## config.mk

```make
export PLATFORM = sky130hd
export DESIGN_NAME = mem_access_stage_flat
export DESIGN_NICKNAME = d
export VERILOG_FILES = /design/src/rtl/mem_access_stage_pkg.sv /design/src/rtl/mem_access_stage_if.sv /design/src/rtl/mem_access_stage_lane.sv /design/src/rtl/mem_access_stage.sv /design/src/flat_wrapper.sv
export SDC_FILE = /design/constraint.sdc
export NUM_CORES = 1
export LEC_CHECK = 0
export BUFFER_PORTS_ARGS = -buffer_cell sky130_fd_sc_hd__clkbuf_2
export CAP_MARGIN = 10
export CORE_ASPECT_RATIO = 1.25
export CORE_MARGIN = 2
export CORE_UTILIZATION = 40
export DETAILED_ROUTE_END_ITERATION = 10
export HOLD_SLACK_MARGIN = 0.1
export PLACE_DENSITY = 0.77
export SLEW_MARGIN = 20
export SYNTH_ARGS = -nofsm -noshare
export SYNTH_HDL_FRONTEND = slang
export SYNTH_SLANG_ARGS = --single-unit
```

## constraint.sdc

```tcl
create_clock -name CLK -period 2.8 [get_ports CLK]
set_input_delay 0.14 -clock CLK [delete_from_list [all_inputs] [get_ports CLK]]
set_output_delay 0.14 -clock CLK [all_outputs]
set_load 0.05 [all_outputs]
```

## src/rtl/mem_access_stage_pkg.sv

```systemverilog
`default_nettype none
// +--------------------------------------------------------------------------+
// | Package     : shrv32_mem_pkg                                             |
// | Description : Shared definitions for the shrv32 memory-access stage:     |
// |               RV32I load/store funct3 encodings, the MA state encoding   |
// |               and a funct3 legality helper.                              |
// | Revision    : 1.0 - initial release                                      |
// +--------------------------------------------------------------------------+
package shrv32_mem_pkg;

  localparam logic [2:0] F3_B  = 3'b000;
  localparam logic [2:0] F3_H  = 3'b001;
  localparam logic [2:0] F3_W  = 3'b010;
  localparam logic [2:0] F3_BU = 3'b100;
  localparam logic [2:0] F3_HU = 3'b101;

  typedef enum logic [1:0] {
    IDLE = 2'd0,
    REQ  = 2'd1,
    DONE = 2'd2
  } ma_state_t;

  // Unsigned sizes only exist for loads; stores accept B/H/W.
  function automatic logic f3_legal(input logic load, input logic [2:0] f3);
    case (f3)
      F3_B, F3_H, F3_W: f3_legal = 1'b1;
      F3_BU, F3_HU:     f3_legal = load;
      default:          f3_legal = 1'b0;
    endcase
  endfunction

endpackage
`default_nettype wire

```

## src/rtl/mem_access_stage_if.sv

```systemverilog
`default_nettype none
// +--------------------------------------------------------------------------+
// | Interface   : mem_access_stage_if                                        |
// | Description : Simple req/ready data bus between the MA stage (master)    |
// |               and memory (slave).                                        |
// | Ports       : mem_req, mem_we, mem_addr[31:0], mem_wstrb[3:0],           |
// |               mem_wdata[31:0] (master->slave); mem_ready,                |
// |               mem_rdata[31:0] (slave->master).                           |
// | Revision    : 1.0 - initial release                                      |
// +--------------------------------------------------------------------------+
interface mem_access_stage_if;
  logic        mem_req;
  logic        mem_we;
  logic [31:0] mem_addr;
  logic [3:0]  mem_wstrb;
  logic [31:0] mem_wdata;
  logic        mem_ready;
  logic [31:0] mem_rdata;

  modport master (
    output mem_req, mem_we, mem_addr, mem_wstrb, mem_wdata,
    input  mem_ready, mem_rdata
  );

  modport slave (
    input  mem_req, mem_we, mem_addr, mem_wstrb, mem_wdata,
    output mem_ready, mem_rdata
  );
endinterface
`default_nettype wire

```

## src/rtl/mem_access_stage_lane.sv

```systemverilog
`default_nettype none
// +--------------------------------------------------------------------------+
// | Module      : mem_lane_align                                             |
// | Description : Combinational byte-lane logic for RV32I loads/stores.      |
// | Ports       : funct3[2:0], addr_lo[1:0]  access size/sign and offset     |
// |               wdata[31:0]    store data (rs2)                            |
// |               rdata[31:0]    raw bus read word                           |
// |               wstrb[3:0]     byte enables for the access                 |
// |               wdata_rep[31:0] store data replicated across lanes         |
// |               rdata_ext[31:0] selected lane, sign/zero extended          |
// |               misaligned     halfword/word offset violation              |
// | Revision    : 1.0 - initial release                                      |
// +--------------------------------------------------------------------------+
module mem_lane_align
  import shrv32_mem_pkg::*;
(
  input  logic [2:0]  funct3,
  input  logic [1:0]  addr_lo,
  input  logic [31:0] wdata,
  input  logic [31:0] rdata,
  output logic [3:0]  wstrb,
  output logic [31:0] wdata_rep,
  output logic [31:0] rdata_ext,
  output logic        misaligned
);

  logic [7:0]  w_byte;
  logic [15:0] w_half;

  always_comb begin
    w_byte     = rdata[7:0];
    w_half     = addr_lo[1] ? rdata[31:16] : rdata[15:0];
    wstrb      = 4'b1111;
    wdata_rep  = wdata;
    rdata_ext  = rdata;
    misaligned = 1'b0;

    case (addr_lo)
      2'd0:    w_byte = rdata[7:0];
      2'd1:    w_byte = rdata[15:8];
      2'd2:    w_byte = rdata[23:16];
      default: w_byte = rdata[31:24];
    endcase

    // funct3[1:0] carries the size for both signed and unsigned variants.
    case (funct3[1:0])
      2'b00: begin
        wstrb     = 4'b0001 << addr_lo;
        wdata_rep = {4{wdata[7:0]}};
      end
      2'b01: begin
        wstrb      = 4'b0011 << {addr_lo[1], 1'b0};
        wdata_rep  = {2{wdata[15:0]}};
        misaligned = addr_lo[0];
      end
      default: begin
        wstrb      = 4'b1111;
        wdata_rep  = wdata;
        misaligned = |addr_lo;
      end
    endcase

    case (funct3)
      F3_B:    rdata_ext = {{24{w_byte[7]}}, w_byte};
      F3_H:    rdata_ext = {{16{w_half[15]}}, w_half};
      F3_BU:   rdata_ext = {24'd0, w_byte};
      F3_HU:   rdata_ext = {16'd0, w_half};
      default: rdata_ext = rdata;
    endcase
  end

endmodule
`default_nettype wire

```

## src/rtl/mem_access_stage.sv

```systemverilog
`default_nettype none
// +--------------------------------------------------------------------------+
// | Module      : mem_access_stage                                           |
// | Description : shrv32 memory-access stage. One RV32I load/store per       |
// |               ma_start strobe over a req/ready bus, with illegal/        |
// |               misaligned detection and an optional ready timeout.        |
// | Ports       : CLK, RST_N (async, active-low)                             |
// |               ma_start, is_load, is_store, funct3, addr, wdata (from EX) |
// |               mem_wait, done, rdata, err (to core / clock generator)     |
// |               bus : mem_access_stage_if.master (data bus)                |
// | Revision    : 1.0 - initial release                                      |
// +--------------------------------------------------------------------------+
module mem_access_stage
  import shrv32_mem_pkg::*;
#(
  parameter int TIMEOUT = 255,
  parameter int CNT_W   = 8
) (
  input  logic                      CLK,
  input  logic                      RST_N,
  input  logic                      ma_start,
  input  logic                      is_load,
  input  logic                      is_store,
  input  logic [2:0]                funct3,
  input  logic [31:0]               addr,
  input  logic [31:0]               wdata,
  output logic                      mem_wait,
  output logic                      done,
  output logic [31:0]               rdata,
  output logic                      err,
  mem_access_stage_if.master        bus
);

  localparam logic [CNT_W-1:0] c_to_last = CNT_W'(TIMEOUT - 1);

  ma_state_t        r_state, w_next;
  logic             r_err, w_err_nxt;
  logic [31:0]      r_addr, r_wdata, r_rdata;
  logic [2:0]       r_f3;
  logic             r_load, r_store;
  logic [CNT_W-1:0] r_cnt;

  logic             w_idle, w_in_req, w_st_req, w_expire;
  logic [2:0]       w_f3;
  logic [1:0]       w_lo;
  logic [3:0]       w_wstrb;
  logic [31:0]      w_wdata_rep, w_load_ext;
  logic             w_misaligned;

  assign w_idle   = (r_state == IDLE);
  assign w_in_req = (r_state == REQ);
  assign w_st_req = w_in_req & r_store;
  assign w_expire = (TIMEOUT != 0) && (r_cnt == c_to_last);

  // In IDLE the aligner looks at the live EX inputs so the start decision
  // can see misalignment; afterwards it works from the latched access.
  assign w_f3 = w_idle ? funct3    : r_f3;
  assign w_lo = w_idle ? addr[1:0] : r_addr[1:0];

  mem_lane_align u_align (
    .funct3     (w_f3),
    .addr_lo    (w_lo),
    .wdata      (r_wdata),
    .rdata      (bus.mem_rdata),
    .wstrb      (w_wstrb),
    .wdata_rep  (w_wdata_rep),
    .rdata_ext  (w_load_ext),
    .misaligned (w_misaligned)
  );

  always_ff @(posedge CLK or negedge RST_N) begin
    if (!RST_N) begin
      r_state <= IDLE;
      r_err   <= 1'b0;
    end else begin
      r_state <= w_next;
      r_err   <= w_err_nxt;
    end
  end

  always_comb begin
    w_next    = r_state;
    w_err_nxt = r_err;
    case (r_state)
      IDLE: begin
        if (ma_start) begin
          if (!(is_load || is_store)) begin
            w_next    = DONE;
            w_err_nxt = 1'b0;
          end else if (!f3_legal(is_load, funct3) || w_misaligned) begin
            w_next    = DONE;
            w_err_nxt = 1'b1;
          end else begin
            w_next    = REQ;
            w_err_nxt = 1'b0;
          end
        end
      end
      REQ: begin
        // Ready on the expiry cycle still completes normally.
        if (bus.mem_ready) begin
          w_next    = DONE;
          w_err_nxt = 1'b0;
        end else if (w_expire) begin
          w_next    = DONE;
          w_err_nxt = 1'b1;
        end
      end
      DONE:    w_next = IDLE;
      default: w_next = IDLE;
    endcase
  end

  always_ff @(posedge CLK or negedge RST_N) begin
    if (!RST_N) begin
      r_addr  <= '0;
      r_wdata <= '0;
      r_f3    <= '0;
      r_load  <= 1'b0;
      r_store <= 1'b0;
      r_cnt   <= '0;
      r_rdata <= '0;
    end else begin
      if (w_idle && ma_start) begin
        r_addr  <= addr;
        r_wdata <= wdata;
        r_f3    <= funct3;
        r_load  <= is_load;
        r_store <= is_store;
      end
      if (w_in_req && !bus.mem_ready) begin
        r_cnt <= r_cnt + 1'b1;
      end else begin
        r_cnt <= '0;
      end
      if (w_in_req && bus.mem_ready && r_load) begin
        r_rdata <= w_load_ext;
      end
    end
  end

  assign mem_wait = !w_idle;
  assign done     = (r_state == DONE);
  assign err      = done & r_err;
  assign rdata    = r_rdata;

  // Bus outputs are forced to zero outside REQ so reset or timeout drops
  // the request in the same cycle the state leaves REQ.
  assign bus.mem_req   = w_in_req;
  assign bus.mem_we    = w_st_req;
  assign bus.mem_addr  = w_in_req ? {r_addr[31:2], 2'b00} : 32'd0;
  assign bus.mem_wstrb = w_st_req ? w_wstrb : 4'd0;
  assign bus.mem_wdata = w_st_req ? w_wdata_rep : 32'd0;

endmodule
`default_nettype wire

```

## src/flat_wrapper.sv

```systemverilog
// flat-port wrapper written by rule: the top's interface ports become plain ports
module mem_access_stage_flat import shrv32_mem_pkg::*;
#(
  parameter int TIMEOUT = 255,
  parameter int CNT_W   = 8
)
  (CLK, RST_N, ma_start, is_load, is_store, funct3, addr, wdata, mem_wait, done, rdata, err, bus_mem_req, bus_mem_we, bus_mem_addr, bus_mem_wstrb, bus_mem_wdata, bus_mem_ready, bus_mem_rdata);
  mem_access_stage_if bus_i ();
  input  logic CLK;
  input  logic RST_N;
  input  logic ma_start;
  input  logic is_load;
  input  logic is_store;
  input  logic [2:0] funct3;
  input  logic [31:0] addr;
  input  logic [31:0] wdata;
  output logic mem_wait;
  output logic done;
  output logic [31:0] rdata;
  output logic err;
  output wire logic [$bits(bus_i.mem_req)-1:0] bus_mem_req;
  output wire logic [$bits(bus_i.mem_we)-1:0] bus_mem_we;
  output wire logic [$bits(bus_i.mem_addr)-1:0] bus_mem_addr;
  output wire logic [$bits(bus_i.mem_wstrb)-1:0] bus_mem_wstrb;
  output wire logic [$bits(bus_i.mem_wdata)-1:0] bus_mem_wdata;
  input wire logic [$bits(bus_i.mem_ready)-1:0] bus_mem_ready;
  input wire logic [$bits(bus_i.mem_rdata)-1:0] bus_mem_rdata;
  assign bus_mem_req = bus_i.mem_req;
  assign bus_mem_we = bus_i.mem_we;
  assign bus_mem_addr = bus_i.mem_addr;
  assign bus_mem_wstrb = bus_i.mem_wstrb;
  assign bus_mem_wdata = bus_i.mem_wdata;
  assign bus_i.mem_ready = bus_mem_ready;
  assign bus_i.mem_rdata = bus_mem_rdata;
  mem_access_stage #(.TIMEOUT(TIMEOUT), .CNT_W(CNT_W)) u_core (.CLK(CLK), .RST_N(RST_N), .ma_start(ma_start), .is_load(is_load), .is_store(is_store), .funct3(funct3), .addr(addr), .wdata(wdata), .mem_wait(mem_wait), .done(done), .rdata(rdata), .err(err), .bus(bus_i));
endmodule
```

Word level (Yosys, flattened, before mapping)
Index checks and enable logic that the tools add are counted.
{"block": "op_classes", "n_addsub": 1, "n_mul": 0, "div": 0, "magnitude_cmp": 0, "n_eq_ne": 15, "shift": 2, "mux": 28, "bitwise": 2, "n_reduce_logical": 20}
{"cell": "$pmux 32 s4", "n": 1}
{"cell": "$mux 32", "n": 2}
{"cell": "$pmux 32 s2", "n": 1}
{"cell": "$pmux 8 s3", "n": 1}
{"cell": "$mux 16", "n": 1}
{"cell": "$eq 3x3->1 const B", "n": 4}
{"cell": "$mux 2", "n": 6}
{"cell": "$add 8x1->8 const B", "n": 1}
{"cell": "$eq 8x8->1 const B", "n": 1}
{"cell": "$mux 1", "n": 8}
{"cell": "$mux 8", "n": 1}
{"cell": "$pmux 4 s2", "n": 1}
{"cell": "$eq 2x1->1 const B", "n": 3}
{"cell": "$eq 3x1->1 const B", "n": 2}
{"cell": "$logic_not 2->1", "n": 3}
{"cell": "$logic_not 3->1", "n": 2}
{"cell": "$pmux 1 s2", "n": 3}
{"cell": "$eq 2x2->1 const B", "n": 2}
{"cell": "$logic_and 1x1->1", "n": 4}
{"cell": "$mux 4", "n": 1}
{"cell": "$pmux 2 s2", "n": 1}
{"cell": "$reduce_or 2->1", "n": 2}
{"cell": "$shl 1x2->4 const A", "n": 1}
{"cell": "$shl 2x2->4 const A", "n": 1}
{"cell": "11 further kinds", "n": 15}
{"block": "totals", "register_bits": 112, "latchBits": 0, "mem_bits_rw": 0, "romBits": 0, "out_inout_bits": 105, "wordCells": 77, "n_memories": 0}

Logic depth before layout (Yosys ltp)
{"block": "logic_depth", "word_depth": 12, "mapped_depth": 9, "mapped_depth_nobuf": 6}

Cells and area by module
A second synthesis with hierarchy kept.
{"block": "unflattened", "cells_unflattened": 538, "hier_area_um2": 6396.1}
{"module": "mem_access_stage", "instances": 1, "cells_per_inst": 361, "area_each_um2": 5226.3}
{"module": "mem_lane_align", "instances": 1, "cells_per_inst": 177, "area_each_um2": 1169.9}

Worst setup path before layout
OpenSTA, ideal clock, no wires.
{"block": "synth_path", "path_type": "register to output", "startpoint": "reg u_core.r_state[0]", "endpoint": "out bus_mem_wdata[29]", "t_arrival_ns": 2.673, "required_time_ns": 2.660, "path_slack_ns": -0.013, "stages_incl_launch_ff": 7, "cell_sequence": "dfrtp_1 > buf_6 > nor2_4 > mux2i_2 > clkbuf_1 > nor2_1 > a211oi_1"}
{"block": "synth_via", "elab_chain_len": 5, "word_cells_on_any_way": 8, "classes_between": "eq/ne (2); mux (3); bitwise (1); reduce/logical (2)"}
{"item": "start: declaration", "line": "mem_access_stage.sv:36", "text": "ma_state_t r_state, w_next;"}
{"item": "start signal: assignment", "line": "mem_access_stage.sv:76", "text": "r_state <= w_next;"}
{"item": "$logic_not 2->1", "line": "mem_access_stage.sv:50", "text": "assign w_idle = (r_state == IDLE);"}
{"item": "$mux 3", "line": "mem_access_stage.sv:57", "text": "assign w_f3 = w_idle ? funct3 : r_f3;"}
{"item": "$eq 2x1->1 / $logic_not 2->1 (equally long branches)", "line": "mem_access_stage_lane.sv:46", "text": "case (funct3[1:0])"}
{"item": "$pmux 32 s2", "line": "mem_access_stage_lane.sv:46"}
{"item": "$mux 32 (*)", "line": "mem_access_stage.sv:153", "text": "assign bus.mem_wdata = w_st_req ? w_wdata_rep : 32'd0;"}
{"item": "end: declaration", "line": "flat_wrapper.sv:25", "text": "output wire logic [$bits(bus_i.mem_wdata)-1:0] bus_mem_wdata;"}
Every way passes the cells marked *; elsewhere a longest branch is shown, timed or not.

Worst setup path after layout
{"block": "layout_path", "startpoint": "reg u_core.r_state[0]", "endpoint": "out bus_mem_wdata[27]"}
The elaborated chain is that of the path after synthesis.

==> results.py <==
metrics = {
    "grt": {
        "grtUsageTotal_pct": 23.4,
        "grt_pass1_wl_um": 28700,
        "grt_overflow": 0,
        "grt_pass1_vias": 5756,
        "grt_max_degree": 58,
        "antenna_found_initial": 1,
    },
    "worst_setup_path": {
        "cpPeakStageDelay_ns": 0.49,
        "critPathLaunchType": "flip-flop",
        "reg2reg_depth": 6,
        "worstPathRequired_ns": 2.66,
        "worst-path-buf-inv": 3,
        "crit_cells": 7,
        "arrival_ns": 2.49,
        "critical_path.slowest_cell": "dfrtp_1",
        "path_delay_family": "buffers and inverters",
        "cp-end-kind": "output port",
        "cp_cell_sequence": "nor2_4, inv_2, mux2i_4, buf_12, mux2i_1, a211oi_1, clkbuf_2",
        "critical_path_class": "flip-flop to output port",
        "cp_max_fo": 10,
    },
    "timing": {
        "max_freq_ghz": 0.380,
        "worst_pin_slew_ns": 0.830,
        "setup_viol": 0,
        "fin_hold_ws_ns": 0.149,
        "slew_headroom_pct": 44.5,
        "grt_setup_unrepaired": "no",
        "period_share_pct": 93.9,
        "hold_viol_final": 0,
        "fin_skew_ns": 0.0126,
        "layout_min_cycle_time_ns": 2.63,
        "drv_slew": 0,
        "setup_tns_ns": 0,
    },
    "floorplanning": {
        "die_x_um": 111,
        "io_pins": 210,
        "die_h_um": 138,
        "start_util_pct": 41.2,
        "fp-row-count": 48,
        "fp.coreArea_um2": 13900,
        "die_area_um2": 15300,
    },
    "power_and_ir_drop": {
        "max-vdd-ir-drop_uv": 645,
        "p_int_mw": 4.38,
        "swShare_pct": 47.4,
        "combPwrFrac_pct": 49.8,
        "power.share.clock_pct": 15.8,
        "p_total_mw": 8.32,
        "p_leak_nw": 4.39,
        "cellPowerDensity_nw_per_um2": 989,
        "switchingPower_mw": 3.94,
        "power_frac_seq_pct": 34.4,
    },
    "clock_network": {
        "clkLatencyLatePin_ns": 0.35,
        "clk_pin_slew_ns": 0.07,
        "cts_buffer_depth": 2,
        "cts_sinks": 112,
        "cts_tree": "built",
        "cts_root_buf": "clkbuf_16",
        "cts_buffers": 9,
        "ctsHtreeMaxLevel": 3,
    },
    "placed_design": {
        "placed_area_um2": 7150,
        "gp_congestion": 0.857,
        "io_buffers": 207,
        "place_inst": 1004,
        "hpwl_um": 12400,
    },
    "cells_and_area": {
        "fillerInstances": 1174,
        "area_growth_pct": 46.6,
        "layout_common_cells": "nand2_1 (224), clkbuf_2 (196), dfrtp_1 (112), dlygate4sd3_1 (92), nor2_1 (36)",
        "final_common_cell": "nand2_1",
        "regArea_um2": 2800,
        "finalInstanceArea_um2": 8410,
        "stdcell_count": 1114,
        "nets": 1040,
        "multi_input_area_um2": 2730,
        "drive_gt1_share_pct": 28.6,
    },
    "synth": {
        "ys.flop_type": "dfrtp_1",
        "ys_warn_count": 0,
        "synth-async-reset-ratio_pct": 100,
        "avgSynthCellArea_um2": 8.91,
        "ys_types": 57,
        "synth_area_um2": 5740,
        "synth-edff-count": 0,
        "syn_inst": 644,
        "ys_seq_area_share_pct": 48.8,
        "synth-seq-cells": 112,
    },
    "detailed_routing": {
        "antenna_left": 0,
        "via_count": 5861,
        "drt_wl_total_um": 18600,
        "firstDrtPassIters": 5,
        "drtIter0Drc": 384,
        "wl_per_cell_um": 16.7,
        "routed_via_density": 5.26,
        "drc": 0,
    },
    "hold_path": {
        "hp-class": "input pin to flip-flop",
        "whs_path_depth": 3,
    },
    "outcome": {
        "status": "finished clean",
    },
    "flow_run": {
        "cap_violations": 0,
    },
}
==> synthesized netlist by cell type, types with 3 or more instances <==
cell | count | area share [%]
xor2_1 | 5 | 0.76
nand3_1 | 9 | 0.78
o21ai_0 | 10 | 0.87
mux2_2 | 8 | 1.6
a21oi_1 | 22 | 1.9
a221o_1 | 16 | 2.8
o22ai_1 | 3 | 0.33
a22oi_1 | 7 | 0.92
o22a_1 | 7 | 1.1
and2_1 | 32 | 3.5
inv_1 | 12 | 0.78
and3_1 | 12 | 1.3
dfrtp_1 | 112 | 49
clkbuf_1 | 33 | 2.2
nand2_1 | 225 | 15
buf_2 | 3 | 0.26
nor2_1 | 36 | 2.4
o221ai_1 | 6 | 0.92
mux2i_1 | 17 | 3.0
nand2b_1 | 3 | 0.33
a22o_1 | 7 | 1.1
a211oi_1 | 7 | 0.92
o21bai_1 | 3 | 0.39
o21a_1 | 4 | 0.52
buf_6 | 4 | 0.78
==> layout make-up <==
class | count | share of cell area, %
clock inverter | 6 | 0.789
timing repair buffer | 319 | 27.5
tap | 175 | 2.60
sequential | 112 | 33.3
inverter | 13 | 0.580
multi-input combinational | 478 | 32.5
clock buffer | 10 | 2.72
antenna | 1 | 0.0298
==> path summary, 6_finish.rpt <==
check / slack, ns / startpoint / to
worst max register to register: 0.54 / u_core.r_state[0] / u_core.rdata[0]
worst min-delay path: 0.15 / funct3[1] / u_core.r_f3[1]
worst max-delay path: 0.17 / u_core.r_state[0] / bus_mem_wdata[27]
min in group asynchronous: 0.40 / RST_N / u_core.r_addr[3]
worst min register to register: 0.47 / u_core.r_addr[23] / u_core.r_addr[23]
max in group asynchronous: 1.65 / RST_N / u_core.rdata[25]
==> sequential cells by signal, summed over array words and instances, names as in the netlist <==
signal	flops
u_core.r_state	2
u_core.r_store	1
u_core.r_addr	32
u_core.r_err	1
u_core.rdata	32
u_core.r_wdata	32
u_core.r_cnt	8
u_core.r_f3	3
u_core.r_load	1
==> routing by layer <==
layer	routed length [µm]	GRT usage, %	vias to the layer above
li1	-	-	2754
met1	7180	27.4	2824
met2	9900	43.6	241
met3	989	3.54	42
met4	486	8.71	0
met5	0	0	-
==> power groups by stage <==
| stage | clock (mW) | combinational (mW) | sequential (mW) |
|---|---|---|---|
| 3_3_place_gp | 0 | 3.87 | 2.84 |
| 5_1_grt | 1.39 | 4.46 | 2.93 |
| 2_1_floorplan | 0 | 2.36 | 3.32 |
| 4_1_cts | 1.33 | 4.06 | 2.84 |
| 6_report | 1.32 | 4.14 | 2.86 |
| 3_5_place_dp | 0 | 3.94 | 2.87 |
==> metrics by stage <==
stage                     util (%)  setup WS (ns)
after CTS                     60.0          0.154
after global placement        51.3          0.557
after floorplan                  -         0.0407
after detailed placement      51.3          0.502
final                         60.4          0.170
after global routing          60.4         0.0553
==> kinds of logic after synthesis <==
kind of cell    count (synthesis)  synth area share [%]
simple gates                  333                  25.4
flops                         112                  48.8
compound gates                108                  14.8
buf+inv                        55                  4.32
mux                            27                  5.17
xor+xnor                        6                 0.916
fa+ha+maj                       2                 0.436
other cells                     1                0.0654
==> tightest hold or removal path: stages <==
cell      delay [ns]
clkbuf_2        0.18
nand2_1         0.09
nand2_1         0.04
==> timing repair <==
action	CTS	global route
endpoints found under the hold margin	146	0
endpoints found under the setup margin	0	3
buffers inserted	0	1
resized for setup	0	2
hold buffers	92	0
No activity file was read; power rests on OpenSTA's default activity.
